### config.mk
export PLATFORM = sky130hd
export DESIGN_NAME = yutorina_fetch_stage_flat
export DESIGN_NICKNAME = d
export VERILOG_FILES = /design/src/rtl/yutorina_fetch_stage_if.sv /design/src/rtl/yutorina_fetch_stage.sv /design/src/flat_wrapper.sv
export SDC_FILE = /design/constraint.sdc
export NUM_CORES = 1
export LEC_CHECK = 0
export CAP_MARGIN = 20
export CELL_PAD_IN_SITES_DETAIL_PLACEMENT = 1
export CELL_PAD_IN_SITES_GLOBAL_PLACEMENT = 1
export CORE_MARGIN = 2
export CORE_UTILIZATION = 38
export CTS_CLUSTER_SIZE = 8
export DETAILED_ROUTE_END_ITERATION = 16
export PLACE_DENSITY = 0.88
export SYNTH_ARGS = -nofsm -noshare
export SYNTH_HDL_FRONTEND = slang
export SYNTH_SLANG_ARGS = --single-unit
### constraint.sdc
create_clock -name clock -period 2 [get_ports clock]
set_input_delay 0.4 -clock clock [delete_from_list [all_inputs] [get_ports clock]]
set_output_delay 0.4 -clock clock [all_outputs]
set_load 0.005 [all_outputs]
### src/rtl/yutorina_fetch_stage_if.sv
// Instruction-memory request/grant/valid channel between the fetch stage and imem.
interface yutorina_fetch_stage_if #(
  parameter int unsigned ADDR_WIDTH = 30,
  parameter int unsigned INSN_WIDTH = 32
) ();
  logic                  imem_req;
  logic [ADDR_WIDTH-1:0] imem_addr;
  logic                  imem_gnt;
  logic                  imem_rvalid;
  logic [INSN_WIDTH-1:0] imem_rdata;

  // Fetch stage side.
  modport master (
    output imem_req,
    output imem_addr,
    input  imem_gnt,
    input  imem_rvalid,
    input  imem_rdata
  );

  // Instruction memory side.
  modport slave (
    input  imem_req,
    input  imem_addr,
    output imem_gnt,
    output imem_rvalid,
    output imem_rdata
  );
endinterface

### src/rtl/yutorina_fetch_stage.sv
// Instruction fetch stage: owns the PC, keeps one imem request outstanding, and
// presents {if_pc, if_insn, if_valid} downstream through a one-entry skid buffer.
module yutorina_fetch_stage #(
  parameter int unsigned           ADDR_WIDTH = 30,
  parameter int unsigned           INSN_WIDTH = 32,
  parameter logic [ADDR_WIDTH-1:0] RESET_PC   = '0
) (
  input  logic                  clock,
  input  logic                  reset,
  input  logic                  stall,
  input  logic                  flush,
  input  logic [ADDR_WIDTH-1:0] flush_pc,
  yutorina_fetch_stage_if.master imem,
  output logic                  if_valid,
  output logic [ADDR_WIDTH-1:0] if_pc,
  output logic [INSN_WIDTH-1:0] if_insn
);

  typedef enum logic [1:0] {StFetch, StWait, StDrop} state_e;

  state_e                state_q, state_d;
  logic [ADDR_WIDTH-1:0] fetch_pc_q;
  logic [ADDR_WIDTH-1:0] req_pc_q;
  logic                  if_valid_q;
  logic [ADDR_WIDTH-1:0] if_pc_q;
  logic [INSN_WIDTH-1:0] if_insn_q;
  logic                  skid_valid_q;
  logic [ADDR_WIDTH-1:0] skid_pc_q;
  logic [INSN_WIDTH-1:0] skid_insn_q;

  logic grant;
  logic resp;
  logic consume;

  assign grant   = imem.imem_req && imem.imem_gnt;
  // A response in WAIT is kept; one in DROP (or coinciding with flush) is discarded.
  assign resp    = (state_q == StWait) && imem.imem_rvalid;
  assign consume = if_valid_q && !stall;

  assign if_valid = if_valid_q;
  assign if_pc    = if_pc_q;
  assign if_insn  = if_insn_q;

  // FSM state register.
  always_ff @(posedge clock) begin
    if (reset) begin
      state_q <= StFetch;
    end else begin
      state_q <= state_d;
    end
  end

  // FSM next-state logic.
  always_comb begin
    state_d = state_q;
    case (state_q)
      StFetch: if (grant) state_d = StWait;
      StWait: begin
        if (imem.imem_rvalid) begin
          state_d = StFetch;
        end else if (flush) begin
          state_d = StDrop;
        end
      end
      StDrop:  if (imem.imem_rvalid) state_d = StFetch;
      default: state_d = StFetch;
    endcase
  end

  // FSM outputs: request only when idle, skid empty and not being redirected.
  always_comb begin
    imem.imem_req  = (state_q == StFetch) && !skid_valid_q && !flush;
    imem.imem_addr = fetch_pc_q;
  end

  // Program counter and address of the outstanding request.
  always_ff @(posedge clock) begin
    if (reset) begin
      fetch_pc_q <= RESET_PC;
      req_pc_q   <= '0;
    end else if (flush) begin
      fetch_pc_q <= flush_pc;
    end else if (grant) begin
      req_pc_q   <= fetch_pc_q;
      fetch_pc_q <= fetch_pc_q + ADDR_WIDTH'(1);
    end
  end

  // Output register and skid buffer; a response can never meet a full skid
  // because the skid blocks new requests.
  always_ff @(posedge clock) begin
    if (reset) begin
      if_valid_q   <= 1'b0;
      if_pc_q      <= '0;
      if_insn_q    <= '0;
      skid_valid_q <= 1'b0;
      skid_pc_q    <= '0;
      skid_insn_q  <= '0;
    end else if (flush) begin
      if_valid_q   <= 1'b0;
      skid_valid_q <= 1'b0;
    end else if (resp) begin
      if (!if_valid_q || !stall) begin
        if_valid_q <= 1'b1;
        if_pc_q    <= req_pc_q;
        if_insn_q  <= imem.imem_rdata;
      end else begin
        skid_valid_q <= 1'b1;
        skid_pc_q    <= req_pc_q;
        skid_insn_q  <= imem.imem_rdata;
      end
    end else if (consume) begin
      if (skid_valid_q) begin
        if_pc_q      <= skid_pc_q;
        if_insn_q    <= skid_insn_q;
        skid_valid_q <= 1'b0;
      end else begin
        if_valid_q <= 1'b0;
      end
    end
  end

endmodule

### src/flat_wrapper.sv
// flat-port wrapper written by rule: the top's interface ports become plain ports
module yutorina_fetch_stage_flat 
#(
  parameter int unsigned           ADDR_WIDTH = 30,
  parameter int unsigned           INSN_WIDTH = 32,
  parameter logic [ADDR_WIDTH-1:0] RESET_PC   = '0
)
  (clock, reset, stall, flush, flush_pc, if_valid, if_pc, if_insn, imem_imem_req, imem_imem_addr, imem_imem_gnt, imem_imem_rvalid, imem_imem_rdata);
  yutorina_fetch_stage_if #(.ADDR_WIDTH(ADDR_WIDTH), .INSN_WIDTH(INSN_WIDTH)) imem_i ();
  input  logic clock;
  input  logic reset;
  input  logic stall;
  input  logic flush;
  input  logic [ADDR_WIDTH-1:0] flush_pc;
  output logic if_valid;
  output logic [ADDR_WIDTH-1:0] if_pc;
  output logic [INSN_WIDTH-1:0] if_insn;
  output wire logic [$bits(imem_i.imem_req)-1:0] imem_imem_req;
  output wire logic [$bits(imem_i.imem_addr)-1:0] imem_imem_addr;
  input wire logic [$bits(imem_i.imem_gnt)-1:0] imem_imem_gnt;
  input wire logic [$bits(imem_i.imem_rvalid)-1:0] imem_imem_rvalid;
  input wire logic [$bits(imem_i.imem_rdata)-1:0] imem_imem_rdata;
  assign imem_imem_req = imem_i.imem_req;
  assign imem_imem_addr = imem_i.imem_addr;
  assign imem_i.imem_gnt = imem_imem_gnt;
  assign imem_i.imem_rvalid = imem_imem_rvalid;
  assign imem_i.imem_rdata = imem_imem_rdata;
  yutorina_fetch_stage #(.ADDR_WIDTH(ADDR_WIDTH), .INSN_WIDTH(INSN_WIDTH), .RESET_PC(RESET_PC)) u_core (.clock(clock), .reset(reset), .stall(stall), .flush(flush), .flush_pc(flush_pc), .imem(imem_i), .if_valid(if_valid), .if_pc(if_pc), .if_insn(if_insn));
endmodule
; ---- Word-level counts from Yosys, hierarchy flattened
; Cells that the tools add are included.
; W data, S select, Z words.
[op_classes]
n_eq_ne = 8
reduce_logical = 21
n_bitwise = 2
add_sub_neg = 1
mux = 22
[ops]
columns = op, count
row1 = $mux W30, 6
row2 = $mux W32, 4
row3 = $add A30 B1 Y30 const B, 1
row4 = $reduce_and A3 Y1, 3
row5 = $mux W2, 4
row6 = $ne A2 B2 Y1 const B, 4
row7 = $mux W1, 7
row8 = $pmux W2 S3, 1
row9 = $reduce_bool A2 Y1, 3
row10 = $logic_and A1 B1 Y1, 5
row11 = $logic_not A1 Y1, 4
row12 = $reduce_and A2 Y1, 2
row13 = $reduce_and A4 Y1, 1
row14 = $ne A3 B3 Y1 const B, 1
row15 = $eq A2 B1 Y1 const B, 1
row16 = $eq A2 B2 Y1 const B, 1
row17 = $logic_not A2 Y1, 1
row18 = $ne A2 B1 Y1 const B, 1
row19 = $not A1 Y1, 2
row20 = $reduce_or A2 Y1, 1
row21 = $logic_or A1 B1 Y1, 1
[word_totals]
elab_cells = 63
output_inout_bits = 94
input_bits = 68
regBits = 188

; ---- Longest topological paths before layout
[depth]
word_depth = 6
mapped_depth = 7
mapped_depth_nobuf = 6

; ---- Worst setup path after synthesis
; Ideal clock, no wire load.
[synth_timing]
path_kind = reg2reg
start = register u_core.fetch_pc_q[0], in the netlist u_core.imem.imem_addr[0]
end = register u_core.fetch_pc_q[22], in the netlist u_core.imem.imem_addr[22]
synth_period_minus_slack_ps = 1846
path_slack_ps = 154
arrival_ps = 1761
path_stages_with_launch = 7
path_buffers = 0
t_required_ps = 1914
cell_sequence = dfxtp_1 ha_1 nand4_1 nor4_4 nand4_1 xor2_1 a211oi_1
[synth_between]
elab_chain_len = 3
[synth_lines]
columns = item, line
row1 = from (decl), yutorina_fetch_stage.sv:22  ; logic [ADDR_WIDTH-1:0] fetch_pc_q;
row2 = from (signal assigned), yutorina_fetch_stage.sv:82  ; fetch_pc_q <= flush_pc;
row3 = from (signal assigned), yutorina_fetch_stage.sv:85  ; fetch_pc_q <= fetch_pc_q + ADDR_WIDTH'(1);
row4 = $add A30 B1 Y30, yutorina_fetch_stage.sv:85
row5 = $mux W30, yutorina_fetch_stage.sv:83  ; end else if (grant) begin
row6 = $mux W30, yutorina_fetch_stage.sv:81  ; end else if (flush) begin
; Every way passes these cells. The select of a mux whose other input is x is not followed.
; A chain may end at the register's enable or synchronous reset.

; ---- Worst setup path after layout
[layout_timing]
start = register u_core.fetch_pc_q[6], in the netlist u_core.imem.imem_addr[6]
end = output imem_imem_addr[6]
[layout_lines]
columns = item, line
row1 = to (decl), flat_wrapper.sv:19  ; output wire logic [$bits(imem_i.imem_addr)-1:0] imem_imem_addr;
; No word-level cell between the ends.

==> run summary <==
The flow ran to the end, and the final reports show no timing, DRC or antenna violations. In this run the critical register-to-register path is captured at u_core.imem.imem_addr[11]$_SDFFE_PP0P_. The first-pass GRT wire length came out at 41750 µm. Layout-stage area growth over the synthesis result: 34.32%. The most frequently used flop master after synthesis was dfxtp_1. The ratio of total power to cell area came out at 762.3 mW/mm². The start of the worst register-to-register path is u_core.state_q[1]$_SDFFE_PP0P_. The share of the yosys chip area belonging to registers came out at 0.4731. Among cell families on the critical path, the largest total delay comes from buffers and inverters.

The tools report the initial antenna violation count as 0. Setup repair after global routing left no endpoint under its margin. After synthesis, the largest family of logic cells by area is simple AND/OR/NAND/NOR gates.

The tools report the smallest hold slack as 0.3366 ns. The worst hold path belongs to the class in2reg. The top cell type's share of synthesized area came out at 0.4731.

Dividing the detail-routed wire length by the instance count gives 18.04 µm. Summed over all layers, the routed wires come to 25720 µm. The tool flagged a number of max-cap violations equal to 0.

Counting flops and latches in the post-synthesis netlist gives 188. The reg2reg setup slack is 0.13 ns. The tools report the die footprint as 0.02211 mm².

The worst setup path is of the reg2out kind. The routed layout has 7878 vias. The root buffer cell chosen for the clock tree is clkbuf_16. Counting every net in the synthesized netlist gives 1058. Summing every instance area after synthesis gives 0.007955 mm². By area the synthesized netlist is led by dfxtp_1 47%, nand2_1 13%, a21oi_1 7.0%. Worst voltage drop across the vdd grid: 0.0005945 V. The average cell area after synthesis is 8.044 µm². The number of nets still failing antenna checks after routing is 0, and the largest incremental delay on the critical path is 0.52 ns. The final layout contains 1212 nets.

The capturing element of the worst setup path is imem_imem_addr[6]. The run gives 516.9 MHz as the maximum operating frequency. Pin placement for this block handled 162 I/O pins.

The clock sink count is 188. In this run the standard cell core region covers 0.02036 mm². The average via count per standard cell came out at 5.525.

The horizontal die dimension came out at 148.7 µm. The critical path goes through buf_4 -> clkdlybuf4s50_1. TritonCTS built the clock tree. The startpoint identified for the worst hold timing path is reset. The share of flip-flops with an asynchronous set or reset was 0.

At the pin with the least slew margin, the transition time is 0.5563 ns. The startpoint of the worst setup timing path is u_core.imem.imem_addr[6]$_SDFFE_PP0P_. In this run the deepest clock path goes through 2 buffers. Number of buffers created by CTS: 17. The repair_antennas step left the layout with diodes totalling 0. Adding up every negative setup slack in the final design gives 0 ns.

The half-perimeter wire length after placement was 16790 µm; the DRC violation count after routing was 0. Measured in cells, the most critical reg-to-reg path has a length of 5. The number of distinct library cell variants in the gate-level netlist after synthesis came out at 42. The final worst setup slack was 0.06546 ns. Entering global routing, the biggest net connects 84 pins. The first detailed-routing pass took 5 iterations. The number of buffers and inverters on the critical path is 2. OpenSTA, run right after detailed placement, puts the worst setup slack at -0.2376 ns.

Clock insertion delay at the later pin of the skew report: 0.43 ns. For the final instance area, the log shows 0.01069 mm². The hold-fix buffer count after cts was 0.

The H-tree level count was 4; the global-route congestion overflow total was 0. Yosys instantiated no cell more often than nand2_1. For the worst setup path, the data arrival time is 1.53 ns. The weighted congestion at the end of routability-driven global placement was 0.8278. The run gives 0.6263 as the worst max-slew margin expressed relative to the limit.

Summed over all instances, the cell type with the most area after synthesis is dfxtp_1. Share of final-layout standard cells stronger than drive strength 1: 0.1012. The total track usage is 0.2348. The die height was 148.7 µm; the clock edge transition at the registers on the reported setup and hold paths was 0.07 ns. On the final layout, the worst clock skew is 0.008518 ns. The cell count after synthesis came out at 989.

The critical path crosses 2 cells after its start point. The run gives 0.01008 mm² as the placed instance area. For the via count of the first global-routing pass, the log shows 8149. For the post-route core utilization, the log shows 0.5247. The worst setup path is launched from a flip-flop. In this run, synthesis inferred 0 flip-flops with an integrated enable. The first routing iteration left 366 violations.

The worst hold path was traced through 2 stages. The synthesized-area fraction occupied by adder cells was 0.001573. Data on the critical path is required at its endpoint by 1.60 ns. The synthesis warning total is 0. The share of the cycle needed by the critical path after routing was 0.9673. In this run the tool buffered the top-level ports with 161 buffer cells.

For the starting density of the core, the log shows 0.3906. Sorting the synthesized cells by how often they occur yields 273 x nand2_1, 188 x dfxtp_1, 111 x a21oi_1. The final critical-path required period came out at 1.935 ns. The run gives 0 as the final hold violation count. The count of endpoints failing setup in the final report was 0; the multiplexer area fraction after synthesis was 0.003775. The final number of max-transition violations was 0; the top fanout value on the critical path was 5. The logs give 52 for the row count and 0.003431 µW for the total leakage power. The basic-gate share of the synthesized area counting and, or, nand and nor cells works out to 0.2701. The worst setup path is captured at an output pin. The share of the synthesized area in compound gates (AO/OA/AOI/OAI) was 0.1714. Synthesized-area fraction occupied by xor and xnor cells: 0.02863. The slowest stage of the critical path is the clkdlybuf4s50_1 cell.
-- placed cells by master (no fill, tap or decap), types with 3 or more instances in the layout --
| master | instances |
|---|---|
| a211oi_1 | 7 |
| a21oi_1 | 111 |
| a311oi_1 | 52 |
| a311oi_2 | 10 |
| and2_1 | 3 |
| and3_1 | 10 |
| buf_12 | 11 |
| buf_4 | 45 |
| clkbuf_16 | 17 |
| clkdlybuf4s50_1 | 158 |
| clkinv_4 | 3 |
| dfxtp_1 | 187 |
| inv_1 | 4 |
| inv_6 | 3 |
| mux2i_1 | 3 |
| nand2_1 | 273 |
| nand3_1 | 73 |
| nand4_1 | 14 |
| nor2_1 | 81 |
| nor3_1 | 5 |
| nor4_1 | 3 |
| nor4_4 | 4 |
| o21ai_0 | 6 |
| o22ai_1 | 9 |
| xnor2_1 | 7 |
| xor2_1 | 19 |
-- cell type report --
cell class              instances  area, µm²
multi-input cells             714       3797
clock buffers                  20      456.7
fillers                      2400       9679
repair buffers                218       2176
inverters                       4      15.01
clock inverters                12      137.6
well taps                     270      337.8
flip-flops and latches        188       3765
-- timing repair --
item | 4_1_cts | 5_1_grt
pin swaps | 1 | 3
resized for setup | 1 | 2
setup endpoints to repair | 1 | 24
setup buffers | 1 | 0
hold endpoints to repair | 0 | 0
-- stage by stage --
stage,cells,power (µW)
floorplan,989,4309
global placement,1393,4762
detailed placement,1393,4785
CTS,1426,8213
global route,1426,8445
finish,1426,8145
-- power by group --
group | switching (µW) | internal (µW)
logic | 409 | 397
clock network | 1510 | 1920
registers | 83.1 | 3830
total | 2000 | 6150
-- cell families (layout without fill, tap and decap cells) --
kind of cell / Yosys count / in the layout
compound gates: 201 / 201
buf+inv: 87 / 254
flops: 188 / 188
simple gates: 483 / 483
fa+ha+maj: 1 / 1
mux: 3 / 3
xor+xnor: 26 / 26
-- layer usage --
metal	global-route usage	wire [µm]
met4	0.07048	393
met2	0.4007	12590
met1	0.3029	11490
met3	0.04387	1249
met5	0	0
-- state kept, by name, summed over array words and instances (netlist names) --
signal                 flops
u_core.if_insn            32
u_core.if_pc              30
u_core.if_valid            1
u_core.imem.imem_addr     30
u_core.req_pc_q           30
u_core.skid_insn_q        32
u_core.skid_pc_q          30
u_core.skid_valid_q        1
u_core.state_q             2
-- worst min-delay path by stage --
stage | end | slack (ns)
2_1_floorplan | u_core.skid_insn_q[0]$_SDFFE_PP0P_ | 0.44
6_report | u_core.imem.imem_addr[9]$_SDFFE_PP0P_ | 0.34
5_1_grt | u_core.imem.imem_addr[9]$_SDFFE_PP0P_ | 0.33
3_3_place_gp | u_core.skid_insn_q[13]$_SDFFE_PP0P_ | 0.44
4_1_cts | u_core.imem.imem_addr[9]$_SDFFE_PP0P_ | 0.31
3_5_place_dp | u_core.skid_pc_q[5]$_SDFFE_PP0P_ | 0.45
Note: power is estimated with default switching activity, not from simulation.
